### config.mk
export PLATFORM = sky130hd
export DESIGN_NAME = uart_rx
export DESIGN_NICKNAME = d
export VERILOG_FILES = /design/src/rtl/uart_pkg.sv /design/src/rtl/rx_bit_timer.sv /design/src/rtl/uart_rx.sv
export SDC_FILE = /design/constraint.sdc
export NUM_CORES = 1
export LEC_CHECK = 0
export CORE_MARGIN = 3
export CORE_UTILIZATION = 50
export DETAILED_ROUTE_END_ITERATION = 6
export PLACE_DENSITY = 0.74
export REMOVE_ABC_BUFFERS = 1
export SYNTH_ARGS = -nofsm -noshare
export SYNTH_HDL_FRONTEND = slang
export SYNTH_SLANG_ARGS = --single-unit
export TNS_END_PERCENT = 100
### constraint.sdc
create_clock -name clk -period 4.23 [get_ports clk]
set_input_delay 0.846 -clock clk [delete_from_list [all_inputs] [get_ports clk]]
set_output_delay 0.846 -clock clk [all_outputs]
set_load 0.05 [all_outputs]
### src/rtl/uart_pkg.sv
// uart_pkg: constants and state encoding shared by the UART receiver, transmitter and prescaler
package uart_pkg;
  localparam int CLKS_PER_BIT = 5208;
  localparam int N = 13;
  localparam int DATA_BITS = 8;
  typedef enum logic [2:0] {IDLE, START, DATA, STOP, BREAK} state_t;
endpackage

### src/rtl/rx_bit_timer.sv
// rx_bit_timer: reloadable bit-time down-counter, ticks at zero while enabled
module rx_bit_timer #(
  parameter int N = 13,
  parameter int RELOAD = 5207
) (
  input  logic         clk,
  input  logic         rst,
  input  logic         en,
  input  logic         load,
  input  logic [N-1:0] load_val,
  output logic         tick
);
  logic [N-1:0] count;
  assign tick = en && count == '0;
  always_ff @(posedge clk or posedge rst)
    if (rst) count <= '0;
    else count <= load ? load_val : tick ? N'(RELOAD) : count - 1'b1;
endmodule

### src/rtl/uart_rx.sv
// uart_rx: 8N1 receiver sampling mid-bit from the synchronized start edge, with framing-error detection
module uart_rx #(
  parameter int CLKS_PER_BIT = uart_pkg::CLKS_PER_BIT,
  parameter int N = uart_pkg::N,
  parameter int DATA_BITS = uart_pkg::DATA_BITS
) (
  input  logic                 clk,
  input  logic                 rst,
  input  logic                 rx,
  output logic [DATA_BITS-1:0] data,
  output logic                 valid,
  output logic                 frame_err,
  output logic                 busy
);
  import uart_pkg::*;
  localparam int HALF = CLKS_PER_BIT / 2;
  localparam int IW = $clog2(DATA_BITS + 1);
  logic s1, rx_s, tick;
  state_t state;
  logic [IW-1:0] idx;
  logic [DATA_BITS-1:0] sr;
  always_ff @(posedge clk or posedge rst)
    if (rst) {s1, rx_s} <= 2'b11;
    else {s1, rx_s} <= {rx, s1};
  rx_bit_timer #(.N(N), .RELOAD(CLKS_PER_BIT - 1)) timer (
    .clk(clk),
    .rst(rst),
    .en(state != IDLE),
    .load(state == IDLE && !rx_s),
    .load_val(N'(HALF - 1)),
    .tick(tick)
  );
  always_ff @(posedge clk or posedge rst)
    if (rst) begin
      state <= IDLE;
      idx <= '0;
      sr <= '0;
      data <= '0;
      valid <= 1'b0;
      frame_err <= 1'b0;
      busy <= 1'b0;
    end else begin
      valid <= 1'b0;
      frame_err <= 1'b0;
      case (state)
        IDLE: if (!rx_s) begin
          state <= START;
          busy <= 1'b1;
        end
        START: if (tick) begin
          idx <= '0;
          if (rx_s) begin
            state <= IDLE;
            busy <= 1'b0;
          end else state <= DATA;
        end
        DATA: if (tick) begin
          sr <= {rx_s, sr[DATA_BITS-1:1]};
          if (idx == IW'(DATA_BITS - 1)) state <= STOP;
          else idx <= idx + 1'b1;
        end
        STOP: if (tick) begin
          if (rx_s) begin
            data <= sr;
            valid <= 1'b1;
            state <= IDLE;
            busy <= 1'b0;
          end else begin
            frame_err <= 1'b1;
            state <= BREAK;
          end
        end
        BREAK: if (rx_s) begin
          // a line held low must go high before a new start edge is accepted
          state <= IDLE;
          busy <= 1'b0;
        end
        default: begin
          state <= IDLE;
          busy <= 1'b0;
        end
      endcase
    end
endmodule

==> results.sh, run 1 <==
export IMPL_vias=1212
export IMPL_clkLatencyLatePin_ns=0.30
export IMPL_die_h_um=67
export IMPL_worst_path_buf_inv=1
export IMPL_hold_path_class="flop to flop"
export IMPL_endpoint_kind="output pin"
export IMPL_place_gp_congestion=0.894
export IMPL_start_util_pct=53.6
export IMPL_cts_resized=0
export IMPL_wirelength_um=3400
export IMPL_tns_ns=0
export IMPL_critPathArrivalTime_ns=1.49
export IMPL_post_route_period_util_pct=55.1
export IMPL_grt_pass1_vias=1304
export IMPL_synth_seq_area_share_pct=55.3
export IMPL_cellPowerDensity_mw_per_mm2=336
export IMPL_crit_type="flop to output pin"
export IMPL_clock_root_buffer="clkbuf_8"
export IMPL_leakage_uw=0.000949
export IMPL_finish_utilization_pct=61.8
export IMPL_io_pins=14
export IMPL_ir_drop_uv=271
export IMPL_first_pass_iters=4
export IMPL_synth_edf_count=0
export IMPL_maxSlewHeadroom_pct=24.5
export IMPL_layout_commonest_cell="dfrtp_1"
export IMPL_tightest_slew_ns=1.12
export IMPL_cap_violations=0
export IMPL_overflow=0
export IMPL_nFillCells=290
export IMPL_syn_to_final_growth_pct=15.1
export IMPL_clock_fmax_ghz=0.429
export IMPL_most_common_layout_cells="39 x dfrtp_1, 17 x mux2_2, 14 x nor2_1, 13 x clkdlybuf4s50_1, 7 x xnor2_1"
export IMPL_yosys_warnings=0
export IMPL_place_inst=208
export IMPL_slew_violations=0
export IMPL_outcome="completed"
export IMPL_start_kind="flop"
export IMPL_final_hold_violation_count=0
export IMPL_core_area_mm2=0.00347
export IMPL_clkTransAtPathRegs_ns=0.08
export IMPL_antenna_found_initial=0
export IMPL_grt_max_degree=42
export IMPL_yosysTopAreaCell="dfrtp_1"
export IMPL_cts_htree_levels=2
export IMPL_setup_violations=0
export IMPL_clockBufferDepth=2
export IMPL_antennaDiodeCount=0
export IMPL_ys_top_cells_by_area="dfrtp_1 52%, mux2_2 10%, xnor2_1 3.3%"
export IMPL_rsz0062_at_grt="no"
export IMPL_fin_cells=216
export IMPL_cts_sinks=41
export IMPL_dr_first_iter_drc_count=73
export IMPL_ant_nets=0
export IMPL_drc=0
export IMPL_clock_skew_ns=0.00456
export IMPL_fin_crit_ns=2.33
export IMPL_dieArea_mm2=0.00449
export IMPL_synthFlopType="dfrtp_1"
export IMPL_die_x_um=67
export IMPL_path_max_fanout=3
export IMPL_nets=174
export IMPL_ys_async_sr_fraction_pct=100
export IMPL_ys_ff_latch=41
export IMPL_required_ns=3.38
export IMPL_drt_wirelength_per_cell_um=15.8
export IMPL_via_per_inst=5.61
export IMPL_critPathTopFamily="buffers and inverters"
export IMPL_syn_area_mm2=0.00186
export IMPL_cts_tree="yes"
export IMPL_io_buffer_count=13
export IMPL_postSynthCellCount=153
export IMPL_cts_hold_buf=0
export IMPL_synth_avg_cell_area_um2=12.2
export IMPL_timing_hold_ws_ns=0.361
export IMPL_cts_buffers=5
export IMPL_rows=21
export IMPL_crit_slowest_cell="clkdlybuf4s50_1"
export IMPL_post_cts_setup_buffers=0
export IMPL_synth_distinct_cells=41
export IMPL_critPathMaxStageDelay_ns=0.81
export IMPL_cp_cell_sequence="clkdlybuf4s50_1"
export IMPL_grt_pass1_wl_um=6140
export IMPL_grtUsageTotal_pct=18.9
export IMPL_dpl_hpwl_um=2390
export IMPL_layout_drive_gt1_share_pct=18.8
export IMPL_synth_top_area_share_pct=52.5
## path summary, 6_finish.rpt
check / start / endpoint / slack (ns) / depth (start not counted)
max: busy$_DFFE_PP0P_ / busy / 1.90 / 1
min: s1$_DFF_PP1_ / rx_s$_DFF_PP1_ / 0.36 / 0
max reg2reg: timer.count[0]$_DFF_PP0_ / data[3]$_DFFE_PP0P_ / 1.98 / 6
min reg2reg: s1$_DFF_PP1_ / rx_s$_DFF_PP1_ / 0.36 / 0
max in group asynchronous: rst / rx_s$_DFF_PP1_ / 2.91 / 3
min in group asynchronous: rst / sr[5]$_DFFE_PP0P_ / 0.96 / 3
## Yosys cell counts, types with 3 or more instances
cell      n
nand2_1   3
nor4_1    5
or3_1     5
xnor2_1   7
nand3_1   6
nor3_1    5
xor2_1    4
dfrtp_1  39
nor2_1   14
o21ai_0   4
mux2_2   17
a21oi_1   5
inv_1     5
## sequential cells by signal (all words and copies together), names as in the netlist
name,count
frame_err,1
data,8
timer.count,13
rx_s,1
valid,1
busy,1
sr,8
state,3
idx,4
s1,1
## logic make-up after synthesis
logic type | count (synthesis) | share of synthesized area, %
AOI/OAI and AO/OA | 19 | 6.79
xor gates and xnor gates | 11 | 5.18
and+or+nand+nor | 52 | 18.2
muxes | 17 | 10.3
buffers and inverters | 10 | 2.35
DFF | 41 | 55.3
adders and majority gates | 3 | 1.88
## report_power, final
part	internal [µW]	leakage, µW	switching (µW)	total [µW]
combinational	2.42	0.000384	8.05	10.5
clock	177	0.0000554	138	315
sequential	393	0.000509	1.39	395
total	573	0.000949	147	720
## cell type report
cell class	count	area (µm²)	area share (%)
Tap cell	46	57.6	2.69
Clock inverter	2	38.8	1.81
Inverter	5	18.8	0.876
Sequential cell	41	1030	48.0
Clock buffer	6	72.6	3.39
Timing Repair Buffer	14	138	6.43
Multi-Input combinational cell	102	788	36.8
## metrics by stage
step / total power [µW] / setup WS (ns) / area (µm²)
global placement: 413 / 2.09 / 2030
global route: 750 / 1.83 / 2140
finish: 720 / 1.90 / 2140
floorplan: 408 / 2.26 / 1840
detailed placement: 414 / 1.99 / 2030
CTS: 730 / 1.88 / 2140
## routing by layer
layer / vias to the layer above / track usage, % / part of all wire, %
met5: - / 0 / 0
met4: 0 / 9.11 / 1.4
met3: 6 / 6.91 / 4.5
met2: 31 / 27.7 / 48
met1: 589 / 24.4 / 47
li1: 586 / - / -
(Power assumes the default switching activity.)
==> inputs of run 2 (changes only) <==
PLACE_DENSITY = 0.77   (was 0.74)
clock period = 2.1 ns   (was 4.23 ns; I/O delays follow)
==> run 2 against run 1 <==
Net effect: worst setup slack got worse by 1.8 ns; cell area increased by 3.7%; hold slack improved by 0.0045 ns; count of clock-buffer cells in the layout increased by 1; largest power group unchanged; clock power increased by 100%; combinational power increased by 97%; final cell count increased by 4.2%; non-clock buffer count increased by 9; register-to-register slack got worse by 1.8 ns; clock skew increased by 0.0027 ns.
==> results.sh, run 2 (synthesized netlist as in run 1, its figures left out) <==
export IMPL_clockBufferDepth=2
export IMPL_dieArea_mm2=0.00449
export IMPL_io_pins=14
export IMPL_ant_nets=0
export IMPL_endpoint_kind="flop"
export IMPL_maxSlewHeadroom_pct=65.7
export IMPL_cts_htree_levels=2
export IMPL_fin_crit_ns=1.96
export IMPL_via_per_inst=5.68
export IMPL_grt_pass1_wl_um=6090
export IMPL_cts_buffers=5
export IMPL_outcome="completed"
export IMPL_rsz0062_at_grt="no"
export IMPL_reg_top3="timer.count (13), data (8), sr (8)"
export IMPL_fin_cells=225
export IMPL_critPathArrivalTime_ns=2.14
export IMPL_antenna_found_initial=0
export IMPL_cap_violations=0
export IMPL_drc=0
export IMPL_required_ns=2.28
export IMPL_ir_drop_uv=496
export IMPL_clkTransAtPathRegs_ns=0.07
export IMPL_cts_tree="yes"
export IMPL_most_common_layout_cells="39 x dfrtp_1, 17 x mux2_2, 14 x nor2_1, 13 x clkdlybuf4s50_1, 10 x buf_4"
export IMPL_overflow=0
export IMPL_drt_wirelength_per_cell_um=15.3
export IMPL_slew_violations=0
export IMPL_grt_max_degree=42
export IMPL_antennaDiodeCount=0
export IMPL_first_pass_iters=4
export IMPL_io_buffer_count=13
export IMPL_die_x_um=67
export IMPL_grt_pass1_vias=1270
export IMPL_final_hold_violation_count=0
export IMPL_place_inst=216
export IMPL_place_gp_congestion=0.782
export IMPL_cts_hold_buf=0
export IMPL_layout_drive_gt1_share_pct=23.5
export IMPL_tightest_slew_ns=0.513
export IMPL_clock_root_buffer="clkbuf_8"
export IMPL_vias=1278
export IMPL_dr_first_iter_drc_count=59
export IMPL_total_power_uw=1460
export IMPL_die_h_um=67
export IMPL_clock_skew_ns=0.00727
export IMPL_cts_sinks=41
export IMPL_syn_to_final_growth_pct=19.4
export IMPL_crit_type="flop to flop"
export IMPL_finish_utilization_pct=64.1
export IMPL_rows=21
export IMPL_clkLatencyLatePin_ns=0.29
export IMPL_wirelength_um=3450
export IMPL_setup_violations=0
export IMPL_path_max_fanout=8
export IMPL_cellPowerDensity_mw_per_mm2=657
export IMPL_grtUsageTotal_pct=18.4
export IMPL_start_kind="flop"
export IMPL_nets=183
export IMPL_layout_commonest_cell="dfrtp_1"
export IMPL_post_route_period_util_pct=93.5
export IMPL_core_area_mm2=0.00347
export IMPL_leakage_uw=0.000998
export IMPL_tns_ns=0
export IMPL_largest_reg_flops=13
export IMPL_start_util_pct=53.6
export IMPL_clock_fmax_ghz=0.509
export IMPL_dpl_hpwl_um=2370
export IMPL_hold_path_class="flop to flop"
export IMPL_largest_register="timer.count"
run 2: routing by layer:
layer | vias up | routed length, µm | global-route usage [%]
li1 | 606 | - | -
met2 | 34 | 1630 | 28.2
met1 | 628 | 1590 | 24.4
met4 | 0 | 72 | 7.85
met5 | - | 0 | 0
met3 | 10 | 161 | 4.89
run 2: through the flow:
step           hold WS [ns]  setup slack [ns]  cell area [µm²]
2_1_floorplan         0.345             0.134             1840
6_report              0.366             0.136             2220
3_5_place_dp          0.353            0.0976             2090
5_1_grt               0.372           0.00537             2220
3_3_place_gp          0.350             0.202             2090
4_1_cts               0.367            0.0906             2210
run 2: power by group:
part	switching [µW]	internal, µW
logic	15.9	4.88
clock network	257	387
registers	3.23	793
total	276	1180
run 2: final cells by class:
cell class / instances / area, µm²
fillers: 273 / 1250
flip-flops and latches: 41 / 1030
multi-input cells: 102 / 796
repair buffers: 23 / 205
clock buffers: 7 / 86.3
well taps: 46 / 57.6
clock inverters: 1 / 30.0
inverters: 5 / 18.8
run 2: final timing paths:
kind | startpoint | to | slack, ns | cells after the start
worst max-delay path | timer.count[0]$_DFF_PP0_ | data[5]$_DFFE_PP0P_ | 0.14 | 6
max in group asynchronous | rst | rx_s$_DFF_PP1_ | 1.17 | 3
worst max register to register | timer.count[0]$_DFF_PP0_ | data[5]$_DFFE_PP0P_ | 0.14 | 6
worst min-delay path | s1$_DFF_PP1_ | rx_s$_DFF_PP1_ | 0.37 | 0
worst min register to register | s1$_DFF_PP1_ | rx_s$_DFF_PP1_ | 0.37 | 0
min in group asynchronous | rst | timer.count[12]$_DFF_PP0_ | 0.57 | 3
run 2: worst max-delay path, stage by stage (launching register included):
cell and delay, ns:
dfrtp_1 0.39, inv_1 0.08, ha_1 0.21, nor4b_4 0.31, and4b_1 0.32, nand4_4 0.20, mux2_2 0.34
run 2: timing repair:
item / 4_1_cts / 5_1_grt
endpoints found under the setup margin: 0 / 9
gates resized for setup: 0 / 1
buffers inserted: 0 / 1
